**src/rtl/ps2_host_seq_if.sv**
```systemverilog
// Bundle of CPU-side and ps2_port-side signals for the PS2 command/reply sequencer.
// The sequencer uses the slave view; whatever drives it (register block / port model) uses master.
interface ps2_host_seq_if;
  logic [7:0] rdata_o;
  logic       rvalid_o;
  logic       rdeq_i;
  logic [7:0] wdata_i;
  logic       wlast_i;
  logic       wenq_i;
  logic [7:0] stat_o;
  logic       tx_full_o;
  logic       rx_ovf_o;
  logic       tx_ovf_o;
  logic       ovf_clr_i;
  logic [7:0] ps2_rx_i;
  logic       ps2_rx_v_i;
  logic [7:0] ps2_tx_o;
  logic       ps2_tx_v_o;
  logic       ps2_tx_deq_i;
  logic       ps2_tx_errd_i;

  modport slave (
    output rdata_o, rvalid_o, stat_o, tx_full_o, rx_ovf_o, tx_ovf_o, ps2_tx_o, ps2_tx_v_o,
    input  rdeq_i, wdata_i, wlast_i, wenq_i, ovf_clr_i, ps2_rx_i, ps2_rx_v_i,
           ps2_tx_deq_i, ps2_tx_errd_i
  );

  modport master (
    input  rdata_o, rvalid_o, stat_o, tx_full_o, rx_ovf_o, tx_ovf_o, ps2_tx_o, ps2_tx_v_o,
    output rdeq_i, wdata_i, wlast_i, wenq_i, ovf_clr_i, ps2_rx_i, ps2_rx_v_i,
           ps2_tx_deq_i, ps2_tx_errd_i
  );
endinterface

```
**src/rtl/ps2_host_seq.sv**
```systemverilog
// Command/reply sequencer for one PS2 channel: RX byte FIFO, TX command FIFO, and an FSM that
// sends one byte at a time, swallows ACK/RESEND, retries, times out and reports a status code.
module ps2_host_seq #(
  parameter int RXDEPTH_LOG2 = 3,
  parameter int TXDEPTH_LOG2 = 2,
  parameter int MAX_RETRY    = 2,
  parameter int TIMEOUT_US   = 20000
) (
  input  logic          clk6x,
  input  logic          resetn,
  input  logic          ck1us,
  ps2_host_seq_if.slave bus
);
  localparam int RXD = 1 << RXDEPTH_LOG2;
  localparam int TXD = 1 << TXDEPTH_LOG2;
  localparam int RCW = RXDEPTH_LOG2 + 1;
  localparam int TCW = TXDEPTH_LOG2 + 1;
  localparam int TOW = $clog2(TIMEOUT_US + 1);

  localparam logic [TOW-1:0]          TO_LIMIT  = TOW'(TIMEOUT_US);
  localparam logic [TOW-1:0]          TO_ONE    = TOW'(1);
  localparam logic [2:0]              RETRY_MAX = 3'(MAX_RETRY);
  localparam logic [TXDEPTH_LOG2-1:0] TXP_ONE   = TXDEPTH_LOG2'(1);
  localparam logic [TCW-1:0]          TXC_ONE   = TCW'(1);
  localparam logic [TCW-1:0]          TXC_FULL  = TCW'(TXD);
  localparam logic [RXDEPTH_LOG2-1:0] RXP_ONE   = RXDEPTH_LOG2'(1);
  localparam logic [RCW-1:0]          RXC_ONE   = RCW'(1);
  localparam logic [RCW-1:0]          RXC_FULL  = RCW'(RXD);

  localparam logic [7:0] BYTE_ACK    = 8'hFA;
  localparam logic [7:0] BYTE_RESEND = 8'hFE;
  localparam logic [7:0] BYTE_ERROR  = 8'hFC;
  localparam logic [7:0] STAT_PEND   = 8'h01;
  localparam logic [7:0] STAT_ERR    = 8'hFE;
  localparam logic [7:0] STAT_TMO    = 8'hFD;

  typedef enum logic [1:0] {ST_IDLE, ST_LOAD, ST_SEND, ST_WAIT} state_t;

  state_t                  state_reg, state_next;
  logic [8:0]              txbuf_reg, txbuf_next;
  logic [2:0]              retry_reg, retry_next;
  logic [TOW-1:0]          to_cnt_reg, to_cnt_next;
  logic [7:0]              stat_reg, stat_next;
  logic                    tx_v_reg, tx_v_next;
  logic                    rx_ovf_reg, rx_ovf_next;
  logic                    tx_ovf_reg, tx_ovf_next;

  logic [8:0]              tx_mem [TXD];
  logic [TXDEPTH_LOG2-1:0] tx_wptr_reg, tx_wptr_next, tx_rptr_reg, tx_rptr_next;
  logic [TCW-1:0]          tx_cnt_reg, tx_cnt_next;
  logic [7:0]              rx_mem [RXD];
  logic [RXDEPTH_LOG2-1:0] rx_wptr_reg, rx_wptr_next, rx_rptr_reg, rx_rptr_next;
  logic [RCW-1:0]          rx_cnt_reg, rx_cnt_next;

  logic tx_empty, tx_full, tx_pop, tx_push, flush, to_clr;
  logic rx_empty, rx_full, rx_pop, rx_push, rx_wr, rx_swallow;
  logic resend_ev, tx_ovf_ev, rx_ovf_ev;

  assign tx_empty = (tx_cnt_reg == '0);
  assign tx_full  = (tx_cnt_reg == TXC_FULL);
  assign rx_empty = (rx_cnt_reg == '0);
  assign rx_full  = (rx_cnt_reg == RXC_FULL);

  // ACK and RESEND are protocol replies only while a byte is outstanding.
  assign rx_swallow = (state_reg == ST_WAIT) && bus.ps2_rx_v_i &&
                      ((bus.ps2_rx_i == BYTE_ACK) || (bus.ps2_rx_i == BYTE_RESEND));
  assign resend_ev  = (bus.ps2_rx_v_i && (bus.ps2_rx_i == BYTE_RESEND)) || bus.ps2_tx_errd_i;

  always_comb begin
    state_next  = state_reg;
    txbuf_next  = txbuf_reg;
    retry_next  = retry_reg;
    stat_next   = stat_reg;
    tx_v_next   = 1'b0;
    tx_pop      = 1'b0;
    flush       = 1'b0;
    to_clr      = 1'b0;
    case (state_reg)
      ST_IDLE: begin
        if (!tx_empty) begin
          tx_pop     = 1'b1;
          txbuf_next = tx_mem[tx_rptr_reg];
          retry_next = '0;
          stat_next  = STAT_PEND;
          state_next = ST_SEND;
        end
      end
      ST_LOAD: begin
        if (!tx_empty) begin
          tx_pop     = 1'b1;
          txbuf_next = tx_mem[tx_rptr_reg];
          retry_next = '0;
          state_next = ST_SEND;
        end
      end
      ST_SEND: begin
        // Request rises one cycle after entering SEND and falls on the consuming edge.
        tx_v_next = 1'b1;
        if (tx_v_reg && bus.ps2_tx_deq_i) begin
          tx_v_next  = 1'b0;
          to_clr     = 1'b1;
          state_next = ST_WAIT;
        end
      end
      ST_WAIT: begin
        if (bus.ps2_rx_v_i && (bus.ps2_rx_i == BYTE_ACK)) begin
          if (txbuf_reg[8]) begin
            stat_next  = BYTE_ACK;
            state_next = ST_IDLE;
          end else begin
            state_next = ST_LOAD;
          end
        end else if (bus.ps2_rx_v_i && (bus.ps2_rx_i == BYTE_ERROR)) begin
          stat_next  = STAT_ERR;
          flush      = 1'b1;
          state_next = ST_IDLE;
        end else if (resend_ev) begin
          if (retry_reg < RETRY_MAX) begin
            retry_next = retry_reg + 3'd1;
            state_next = ST_SEND;
          end else begin
            stat_next  = STAT_ERR;
            flush      = 1'b1;
            state_next = ST_IDLE;
          end
        end else if (to_cnt_reg == TO_LIMIT) begin
          stat_next  = STAT_TMO;
          flush      = 1'b1;
          state_next = ST_IDLE;
        end
      end
      default: state_next = ST_IDLE;
    endcase
  end

  always_comb begin
    to_cnt_next = to_cnt_reg;
    if (to_clr)
      to_cnt_next = '0;
    else if ((state_reg == ST_WAIT) && ck1us && (to_cnt_reg != TO_LIMIT))
      to_cnt_next = to_cnt_reg + TO_ONE;
  end

  // TX FIFO: a pop frees a slot in the same cycle, and a flush discards any concurrent push.
  assign tx_push   = bus.wenq_i && !flush && (!tx_full || tx_pop);
  assign tx_ovf_ev = bus.wenq_i && !flush && tx_full && !tx_pop;

  always_comb begin
    tx_wptr_next = tx_wptr_reg;
    tx_rptr_next = tx_rptr_reg;
    tx_cnt_next  = tx_cnt_reg;
    if (flush) begin
      tx_wptr_next = '0;
      tx_rptr_next = '0;
      tx_cnt_next  = '0;
    end else begin
      if (tx_push) tx_wptr_next = tx_wptr_reg + TXP_ONE;
      if (tx_pop)  tx_rptr_next = tx_rptr_reg + TXP_ONE;
      if (tx_push && !tx_pop)      tx_cnt_next = tx_cnt_reg + TXC_ONE;
      else if (!tx_push && tx_pop) tx_cnt_next = tx_cnt_reg - TXC_ONE;
    end
  end

  assign rx_wr     = bus.ps2_rx_v_i && !rx_swallow;
  assign rx_pop    = bus.rdeq_i && !rx_empty;
  assign rx_push   = rx_wr && (!rx_full || rx_pop);
  assign rx_ovf_ev = rx_wr && rx_full && !rx_pop;

  always_comb begin
    rx_wptr_next = rx_wptr_reg;
    rx_rptr_next = rx_rptr_reg;
    rx_cnt_next  = rx_cnt_reg;
    if (rx_push) rx_wptr_next = rx_wptr_reg + RXP_ONE;
    if (rx_pop)  rx_rptr_next = rx_rptr_reg + RXP_ONE;
    if (rx_push && !rx_pop)      rx_cnt_next = rx_cnt_reg + RXC_ONE;
    else if (!rx_push && rx_pop) rx_cnt_next = rx_cnt_reg - RXC_ONE;
  end

  // A new overflow in the clearing cycle keeps the flag set.
  assign rx_ovf_next = (rx_ovf_reg && !bus.ovf_clr_i) || rx_ovf_ev;
  assign tx_ovf_next = (tx_ovf_reg && !bus.ovf_clr_i) || tx_ovf_ev;

  always_ff @(posedge clk6x or negedge resetn) begin
    if (!resetn) begin
      state_reg   <= ST_IDLE;
      txbuf_reg   <= '0;
      retry_reg   <= '0;
      to_cnt_reg  <= '0;
      stat_reg    <= '0;
      tx_v_reg    <= 1'b0;
      rx_ovf_reg  <= 1'b0;
      tx_ovf_reg  <= 1'b0;
      tx_wptr_reg <= '0;
      tx_rptr_reg <= '0;
      tx_cnt_reg  <= '0;
      rx_wptr_reg <= '0;
      rx_rptr_reg <= '0;
      rx_cnt_reg  <= '0;
    end else begin
      state_reg   <= state_next;
      txbuf_reg   <= txbuf_next;
      retry_reg   <= retry_next;
      to_cnt_reg  <= to_cnt_next;
      stat_reg    <= stat_next;
      tx_v_reg    <= tx_v_next;
      rx_ovf_reg  <= rx_ovf_next;
      tx_ovf_reg  <= tx_ovf_next;
      tx_wptr_reg <= tx_wptr_next;
      tx_rptr_reg <= tx_rptr_next;
      tx_cnt_reg  <= tx_cnt_next;
      rx_wptr_reg <= rx_wptr_next;
      rx_rptr_reg <= rx_rptr_next;
      rx_cnt_reg  <= rx_cnt_next;
    end
  end

  always_ff @(posedge clk6x) begin
    if (tx_push) tx_mem[tx_wptr_reg] <= {bus.wlast_i, bus.wdata_i};
    if (rx_push) rx_mem[rx_wptr_reg] <= bus.ps2_rx_i;
  end

  assign bus.rdata_o    = rx_empty ? 8'h00 : rx_mem[rx_rptr_reg];
  assign bus.rvalid_o   = !rx_empty;
  assign bus.tx_full_o  = tx_full;
  assign bus.stat_o     = stat_reg;
  assign bus.ps2_tx_o   = txbuf_reg[7:0];
  assign bus.ps2_tx_v_o = tx_v_reg;
  assign bus.rx_ovf_o   = rx_ovf_reg;
  assign bus.tx_ovf_o   = tx_ovf_reg;
endmodule

```
**src/flat_wrapper.sv**
```systemverilog
// flat-port wrapper written by rule: the top's interface ports become plain ports
module ps2_host_seq_flat 
#(
  parameter int RXDEPTH_LOG2 = 3,
  parameter int TXDEPTH_LOG2 = 2,
  parameter int MAX_RETRY    = 2,
  parameter int TIMEOUT_US   = 20000
)
  (clk6x, resetn, ck1us, bus_rdata_o, bus_rvalid_o, bus_stat_o, bus_tx_full_o, bus_rx_ovf_o, bus_tx_ovf_o, bus_ps2_tx_o, bus_ps2_tx_v_o, bus_rdeq_i, bus_wdata_i, bus_wlast_i, bus_wenq_i, bus_ovf_clr_i, bus_ps2_rx_i, bus_ps2_rx_v_i, bus_ps2_tx_deq_i, bus_ps2_tx_errd_i);
  ps2_host_seq_if bus_i ();
  input  logic clk6x;
  input  logic resetn;
  input  logic ck1us;
  output wire logic [$bits(bus_i.rdata_o)-1:0] bus_rdata_o;
  output wire logic [$bits(bus_i.rvalid_o)-1:0] bus_rvalid_o;
  output wire logic [$bits(bus_i.stat_o)-1:0] bus_stat_o;
  output wire logic [$bits(bus_i.tx_full_o)-1:0] bus_tx_full_o;
  output wire logic [$bits(bus_i.rx_ovf_o)-1:0] bus_rx_ovf_o;
  output wire logic [$bits(bus_i.tx_ovf_o)-1:0] bus_tx_ovf_o;
  output wire logic [$bits(bus_i.ps2_tx_o)-1:0] bus_ps2_tx_o;
  output wire logic [$bits(bus_i.ps2_tx_v_o)-1:0] bus_ps2_tx_v_o;
  input wire logic [$bits(bus_i.rdeq_i)-1:0] bus_rdeq_i;
  input wire logic [$bits(bus_i.wdata_i)-1:0] bus_wdata_i;
  input wire logic [$bits(bus_i.wlast_i)-1:0] bus_wlast_i;
  input wire logic [$bits(bus_i.wenq_i)-1:0] bus_wenq_i;
  input wire logic [$bits(bus_i.ovf_clr_i)-1:0] bus_ovf_clr_i;
  input wire logic [$bits(bus_i.ps2_rx_i)-1:0] bus_ps2_rx_i;
  input wire logic [$bits(bus_i.ps2_rx_v_i)-1:0] bus_ps2_rx_v_i;
  input wire logic [$bits(bus_i.ps2_tx_deq_i)-1:0] bus_ps2_tx_deq_i;
  input wire logic [$bits(bus_i.ps2_tx_errd_i)-1:0] bus_ps2_tx_errd_i;
  assign bus_rdata_o = bus_i.rdata_o;
  assign bus_rvalid_o = bus_i.rvalid_o;
  assign bus_stat_o = bus_i.stat_o;
  assign bus_tx_full_o = bus_i.tx_full_o;
  assign bus_rx_ovf_o = bus_i.rx_ovf_o;
  assign bus_tx_ovf_o = bus_i.tx_ovf_o;
  assign bus_ps2_tx_o = bus_i.ps2_tx_o;
  assign bus_ps2_tx_v_o = bus_i.ps2_tx_v_o;
  assign bus_i.rdeq_i = bus_rdeq_i;
  assign bus_i.wdata_i = bus_wdata_i;
  assign bus_i.wlast_i = bus_wlast_i;
  assign bus_i.wenq_i = bus_wenq_i;
  assign bus_i.ovf_clr_i = bus_ovf_clr_i;
  assign bus_i.ps2_rx_i = bus_ps2_rx_i;
  assign bus_i.ps2_rx_v_i = bus_ps2_rx_v_i;
  assign bus_i.ps2_tx_deq_i = bus_ps2_tx_deq_i;
  assign bus_i.ps2_tx_errd_i = bus_ps2_tx_errd_i;
  ps2_host_seq #(.RXDEPTH_LOG2(RXDEPTH_LOG2), .TXDEPTH_LOG2(TXDEPTH_LOG2), .MAX_RETRY(MAX_RETRY), .TIMEOUT_US(TIMEOUT_US)) u_core (.clk6x(clk6x), .resetn(resetn), .ck1us(ck1us), .bus(bus_i));
endmodule
```
**config.mk**
```make
export PLATFORM = sky130hd
export DESIGN_NAME = ps2_host_seq_flat
export DESIGN_NICKNAME = d
export VERILOG_FILES = /design/src/rtl/ps2_host_seq_if.sv /design/src/rtl/ps2_host_seq.sv /design/src/flat_wrapper.sv
export SDC_FILE = /design/constraint.sdc
export NUM_CORES = 1
export LEC_CHECK = 0
export ABC_CLOCK_PERIOD_IN_PS = 3000
export BUFFER_PORTS_ARGS = -buffer_cell sky130_fd_sc_hd__buf_2
export CORE_UTILIZATION = 50
export CTS_BUF_LIST = sky130_fd_sc_hd__clkbuf_8
export DETAILED_ROUTE_END_ITERATION = 8
export GPL_TIMING_DRIVEN = 1
export HOLD_SLACK_MARGIN = 0.15
export PLACE_DENSITY = 0.74
export SETUP_SLACK_MARGIN = 0.02
export SLEW_MARGIN = 0
export SYNTH_ARGS = -nofsm -noshare
export SYNTH_HDL_FRONTEND = slang
export SYNTH_SLANG_ARGS = --single-unit
```
**constraint.sdc**
```tcl
create_clock -name clk6x -period 3 [get_ports clk6x]
set_input_delay 0.75 -clock clk6x [delete_from_list [all_inputs] [get_ports clk6x]]
set_output_delay 0.75 -clock clk6x [all_outputs]
set_load 0.01 [all_outputs]
```
# Yosys cells after proc, flatten, opt, wreduce, memory -nomap -nowiden
# Memories as Yosys holds them, arrays and structs flattened. A register that Yosys moved wholly into a read port is not among the register bits.
# Index checks and enable logic that the tools add are counted.
dict set report totals {
  out_inout_bits 29
  elab_cells 153
  ff_bits 48
  n_memories 2
  ramBits 100
}
dict set report op_classes {
  bitwise_logic 1
  n_eq_ne 20
  n_reduce_logical 55
  n_addsub 10
  order_cmp 1
  muxes 51
}
# name depth word_bits rd rd_clocked_by_memory_dff write_ports line
set memory_table {}
lappend memory_table {u_core.rx_mem 8 8 1 0 1 ps2_host_seq.sv:51} ;# logic [7:0] rx_mem [RXD];
lappend memory_table {u_core.tx_mem 4 9 1 1 1 ps2_host_seq.sv:48} ;# logic [8:0] tx_mem [TXD];
# op count
set ops {}
lappend ops {{two-way mux 8 bit} 8}
lappend ops {{two-way mux 15 bit} 2}
lappend ops {{equality test 8 bit, second input constant} 3}
lappend ops {{two-way mux 3 bit} 8}
lappend ops {{logical AND 1 bit} 23}
lappend ops {{two-way mux 2 bit} 11}
lappend ops {{two-way mux 1 bit} 17}
lappend ops {{one-hot mux 8 bit (2 select lines)} 1}
lappend ops {{adder 15 x 1 -> 15 bit, second input constant} 1}
lappend ops {{equality test 15 bit, second input constant} 1}
lappend ops {{!= test 15 bit, second input constant} 1}
lappend ops {{adder 3 x 1 -> 3 bit, second input constant} 4}
lappend ops {{nonzero test 2 bit} 6}
lappend ops {{logical NOT 1 bit} 11}
lappend ops {{!= test 2 bit, second input constant} 5}
lappend ops {{two-way mux 4 bit} 2}
lappend ops {{logical OR 1 bit} 6}
lappend ops {{one-hot mux 2 bit (3 select lines)} 1}
lappend ops {{one-hot mux 3 bit (2 select lines)} 1}
lappend ops {{AND reduction 6 bit} 1}
lappend ops {{!= test 5 x 4 -> 1 bit, second input constant} 1}
lappend ops {{!= test 5 bit, second input constant} 1}
lappend ops {{AND reduction 5 bit} 1}
lappend ops {{adder 2 x 1 -> 2 bit, second input constant} 2}
lappend ops {{other kinds (18)} 20}

# Logic depth before layout (Yosys ltp)
dict set report logic_depth {
  word_depth 15
  mapped_depth 14
  depth_no_buf 13
}

# Worst setup path after synthesis
# OpenSTA, ideal clock, no wires.
dict set report synth_timing {
  kind {input port to flip-flop}
  startpoint {in bus_ps2_rx_i[0]}
  endpoint {reg u_core.tx_cnt_reg[2]}
  path_stages 12
  setup_slack_ns 0.146
  t_required_ns 2.881
  t_arrival_ns 2.735
  n_path_buf 1
  path_cell_list {nand3b_1 -> nor2_1 -> a2bb2oi_2 -> a311oi_4 -> buf_6 -> nor2_1 -> ha_1 -> fa_1 -> xnor2_1 -> nor2_1 -> xnor2_1 -> nor2_1}
}
dict set report synth_via {
  elab_chain_cells 13
  elab_cells_between_ends 20
  classes_between {eq/ne: 3; mux: 6; reduce/logical: 11}
}
# element line
set synth_rtl {}
lappend synth_rtl {{from (decl)} flat_wrapper.sv:27} ;# input wire logic [$bits(bus_i.ps2_rx_i)-1:0] bus_ps2_rx_i;
lappend synth_rtl {{equality test 8 bit} ps2_host_seq.sv:67} ;# assign resend_ev = (bus.ps2_rx_v_i && (bus.ps2_rx_i == BYTE_RESEND)) || bus.ps2_tx_errd_i;
lappend synth_rtl {{logical AND 1 bit} ps2_host_seq.sv:67}
lappend synth_rtl {{logical OR 1 bit} ps2_host_seq.sv:67}
lappend synth_rtl {{two-way mux 1 bit} ps2_host_seq.sv:117} ;# end else if (resend_ev) begin
lappend synth_rtl {{two-way mux 1 bit} ps2_host_seq.sv:113} ;# end else if (bus.ps2_rx_v_i && (bus.ps2_rx_i == BYTE_ERROR)) begin
lappend synth_rtl {{two-way mux 1 bit *} ps2_host_seq.sv:106} ;# if (bus.ps2_rx_v_i && (bus.ps2_rx_i == BYTE_ACK)) begin
lappend synth_rtl {{two-way mux 1 bit *} ps2_host_seq.sv:78} ;# case (state_reg)
lappend synth_rtl {{logical NOT 1 bit} ps2_host_seq.sv:145} ;# assign tx_push = bus.wenq_i && !flush && (!tx_full || tx_pop);
lappend synth_rtl {{logical AND 1 bit (2 in a row)} ps2_host_seq.sv:145}
lappend synth_rtl {{logical AND 1 bit / logical NOT 1 bit (equally long branches)} {ps2_host_seq.sv:159, ps2_host_seq.sv:160}}
lappend synth_rtl {{two-way mux 3 bit / logical AND 1 bit (equally long branches)} {ps2_host_seq.sv:159, ps2_host_seq.sv:160}}
lappend synth_rtl {{two-way mux 3 bit / nonzero test 3 bit (equally long branches)} --}
lappend synth_rtl {{to (signal assigned)} ps2_host_seq.sv:210} ;# tx_cnt_reg <= tx_cnt_next;
lappend synth_rtl {{to (decl)} ps2_host_seq.sv:50} ;# logic [TCW-1:0] tx_cnt_reg, tx_cnt_next;
# Every way passes the cells marked *; elsewhere a longest branch is shown, timed or not.
# A chain may end at the register's enable or synchronous reset.

# Worst setup path in the final report
dict set report layout_timing {
  startpoint {reg u_core.rx_rptr_reg[1]}
  endpoint {out bus_rdata_o[2]}
}
dict set report layout_via {
  elab_chain_cells 2
}
# element line
set layout_rtl {}
lappend layout_rtl {{from (decl)} ps2_host_seq.sv:52} ;# logic [RXDEPTH_LOG2-1:0] rx_wptr_reg, rx_wptr_next, rx_rptr_reg, rx_rptr_next;
lappend layout_rtl {{from (signal assigned)} ps2_host_seq.sv:212} ;# rx_rptr_reg <= rx_rptr_next;
lappend layout_rtl {{memory read (8 x 8 bit)} --}
lappend layout_rtl {{two-way mux 8 bit} ps2_host_seq.sv:222} ;# assign bus.rdata_o = rx_empty ? 8'h00 : rx_mem[rx_rptr_reg];
lappend layout_rtl {{to (decl)} flat_wrapper.sv:14} ;# output wire logic [$bits(bus_i.rdata_o)-1:0] bus_rdata_o;
# Every way passes these cells.

==> flow_metrics.tcl <==
set metrics [dict create \
    yosysTopAreaCellShare_pct 44.9 \
    total_power_mw 6.98 \
    grt_max_degree 37 \
    coreArea_sq_um 12800 \
    synth.distinct_cells 56 \
    syn-cell-area_sq_um 6690 \
    synth-seq-cells 153 \
    top_usage_layer "met2" \
    p_per_area_nw_per_um2 914 \
    drive_gt1_share_pct 28.2 \
    met2_usage_pct 32.5 \
    die-area_sq_um 13800 \
    synth_edf_count 100 \
    relSlewSlack_pct 44.6 \
    drt_wl_total_um 12600 \
    antenna_left 0 \
    root_buffer "clkbuf_8" \
    worstPathCellList "mux4_2, mux2i_1, nor2_1, buf_2" \
    grt_antenna_before_repair 0 \
    cp.required_ps 2250 \
    min_period_ps 2840 \
    cts_made_buffers 17 \
    dpl.hpwl_um 8660 \
    hp-class "primary input to async pin" \
    syn_area_per_cell_sq_um 15.0 \
    clk_pin_slew_ps 80 \
    synth_cells 447 \
    ctsHoldBuffers 0 \
    worst-setup-path-type "register to output port" \
    die_height_um 118 \
    cp.arrival_ps 2090 \
    grt.overflow.total 0 \
    drv_cap 0 \
    clk_path_buf_depth 2 \
    nFillCells 994 \
    finalCritPeriodShare_pct 94.6 \
    syn2layout_area_growth_pct 14.3 \
    cts_tree "built" \
    cts.sinks 153 \
    wl_per_cell_um 17.8 \
    viasPerCell 5.42 \
    r2r_slack_ps 180 \
    p_leak_nw 3.02 \
    io_pins 55 \
    final_hold_viol_count 0 \
    synthFlopType "edfxtp_1" \
    cts_resized 0 \
    crit_path_end_kind "output port" \
    crit_slowest_cell "dfrtp_1" \
    synthArstFlopShare_pct 34.6 \
    first_pass_iters 4 \
    start_util_pct 52.1 \
    slowest_delay_ps 860 \
    finalMaxSlewViolations 0 \
    post-place-cells 676 \
    cp-start-kind "register" \
    yosysWarnings 0 \
    clock_skew_ps 8.48 \
    vias 3840 \
    finalSetupTns_ps 0 \
    setup_viol 0 \
    clock_latency_ps 440 \
    fmax_mhz 352 \
    drc 0 \
    crit_fanout 18 \
    grtUsageMet3_pct 4.84 \
    finalWeightedCongestion 0.817 \
    ir_drop_uv 628 \
    ys_seq_area_share_pct 64.8 \
    outcome "complete, no violations" \
    grt_pass1_wl_um 20900 \
    port_buffers 54 \
    fin_cells 708 \
    rr_worst_depth 13 \
    track_usage_pct 20.0 \
    first_iter_violations 317 \
    tightest_slew_ps 832 \
    cts_htree_levels 4 \
    syn-num-nets 488 \
    rows 41 \
    post_cts_buffers 0 \
    ys_top_cells_by_area "edfxtp_1 (45%), dfrtp_1 (20%), mux4_2 (8.4%)" \
    r2r-start "u_core.to_cnt_reg[0]$_DFFE_PN0P_" \
    rsz0062_at_grt "true" \
    antenna-diode-count 0 \
    whs_ps 396 \
    synth_area_leader_cell "edfxtp_1" \
    grt_pass1_vias 4021 \
    use_met1_pct 25.9 \
    largest_reg_flops 64 \
    nets 564 \
    rr_endpoint "u_core.tx_cnt_reg[2]$_DFFE_PN0P_" \
    die_w_um 118 \
]
logic make-up (layout without fill, tap and decap cells):
group | Yosys count | in the layout | share of synthesized area, %
compound gates | 39 | 39 | 4.68
simple gates | 137 | 137 | 10.3
xor+xnor | 26 | 26 | 3.41
flops | 153 | 153 | 64.8
fa+ha+maj | 15 | 15 | 3.03
buf+inv | 39 | 128 | 3.33
mux | 38 | 38 | 10.4
worst max path at each step:
stage	endpoint	from	slack, ps
global placement	u_core.tx_cnt_reg[2]$_DFFE_PN0P_	bus_ps2_rx_i[0]	130
detailed placement	u_core.tx_cnt_reg[2]$_DFFE_PN0P_	bus_ps2_rx_i[0]	30
floorplan	u_core.tx_cnt_reg[2]$_DFFE_PN0P_	bus_ps2_rx_i[0]	150
global route	bus_rdata_o[6]	u_core.rx_rptr_reg[1]$_DFFE_PN0P_	20
CTS	bus_rdata_o[2]	u_core.rx_rptr_reg[1]$_DFFE_PN0P_	80
finish	bus_rdata_o[2]	u_core.rx_rptr_reg[1]$_DFFE_PN0P_	160
synth_stat cells, types with 2 or more instances:
master and n:
nand3_1 8, buf_1 2, a21oi_1 8, or3_1 2, nand4_1 7, nand2_1 40
clkbuf_8 2, mux4_2 25, nand3b_1 3, ha_1 13, fa_1 2, xnor2_1 13
and2_2 2, o2bb2ai_1 2, clkbuf_1 5, dfrtp_1 53, a21o_1 4, mux2_2 4
a22o_1 2, nand2b_1 4, nor3_1 8, o31ai_1 3, and3_1 2, o21ai_0 7
buf_4 12, mux2i_1 9, a32o_1 2, xor2_1 13, buf_2 3, nor3b_1 5
inv_1 14, edfxtp_1 100, nor2_1 45
through the flow:
step                cell area (sq um)  util, %  worst slack (ps)
floorplan                        6690        -               146
global placement                 7210     56.2               134
detailed placement               7210     56.2              26.8
CTS                              7630     59.5              84.6
global route                     7640     59.6              21.0
finish                           7640     59.6               162
worst max-delay path: cells and delay by family (launching register included):
family                 cells  cell delay (ps)
muxes                      2              570
buffers and inverters      1              140
DFF                        1              860
and+or+nand+nor            1               70
cell type report:
type | count | area (sq um) | share of cell area, %
Multi-Input combinational cell | 255 | 2140 | 28.1
Timing Repair Buffer | 82 | 484 | 6.34
Inverter | 14 | 52.6 | 0.688
Sequential cell | 153 | 4330 | 56.7
Clock inverter | 14 | 168 | 2.19
Tap cell | 172 | 215 | 2.82
Clock buffer | 18 | 248 | 3.24
power by group:
part | internal, mW | switching [mW] | leakage [nW] | total (mW)
clock network | 0.909 | 0.715 | 0.224 | 1.62
logic | 1.09 | 1.09 | 1.21 | 2.18
registers | 2.75 | 0.425 | 1.58 | 3.17
total | 4.75 | 2.23 | 3.02 | 6.98
routing by layer:
| metal | wire length [um] | part of all wire [%] | up-vias |
|---|---|---|---|
| li1 | - | - | 1812 |
| met1 | 5580 | 44 | 1926 |
| met2 | 6440 | 51 | 91 |
| met3 | 481 | 3.8 | 11 |
| met4 | 138 | 1.1 | 0 |
| met5 | 0 | 0 | - |
cell usage in the layout (no fill, tap or decap), drive strengths merged, types with 4 or more instances in the layout:
master	instances
nand2b	4
nor2	45
inv	20
o21ai	7
mux2i	9
a21oi	8
a21o	5
nor3b	5
dfrtp	53
nand3	8
clkbuf	18
nor3	8
xor2	13
mux2	4
buf	82
bufinv	4
nand2	40
edfxtp	100
mux4	25
ha	13
xnor2	13
nand4	7
Power figures use the tool's default switching activity.
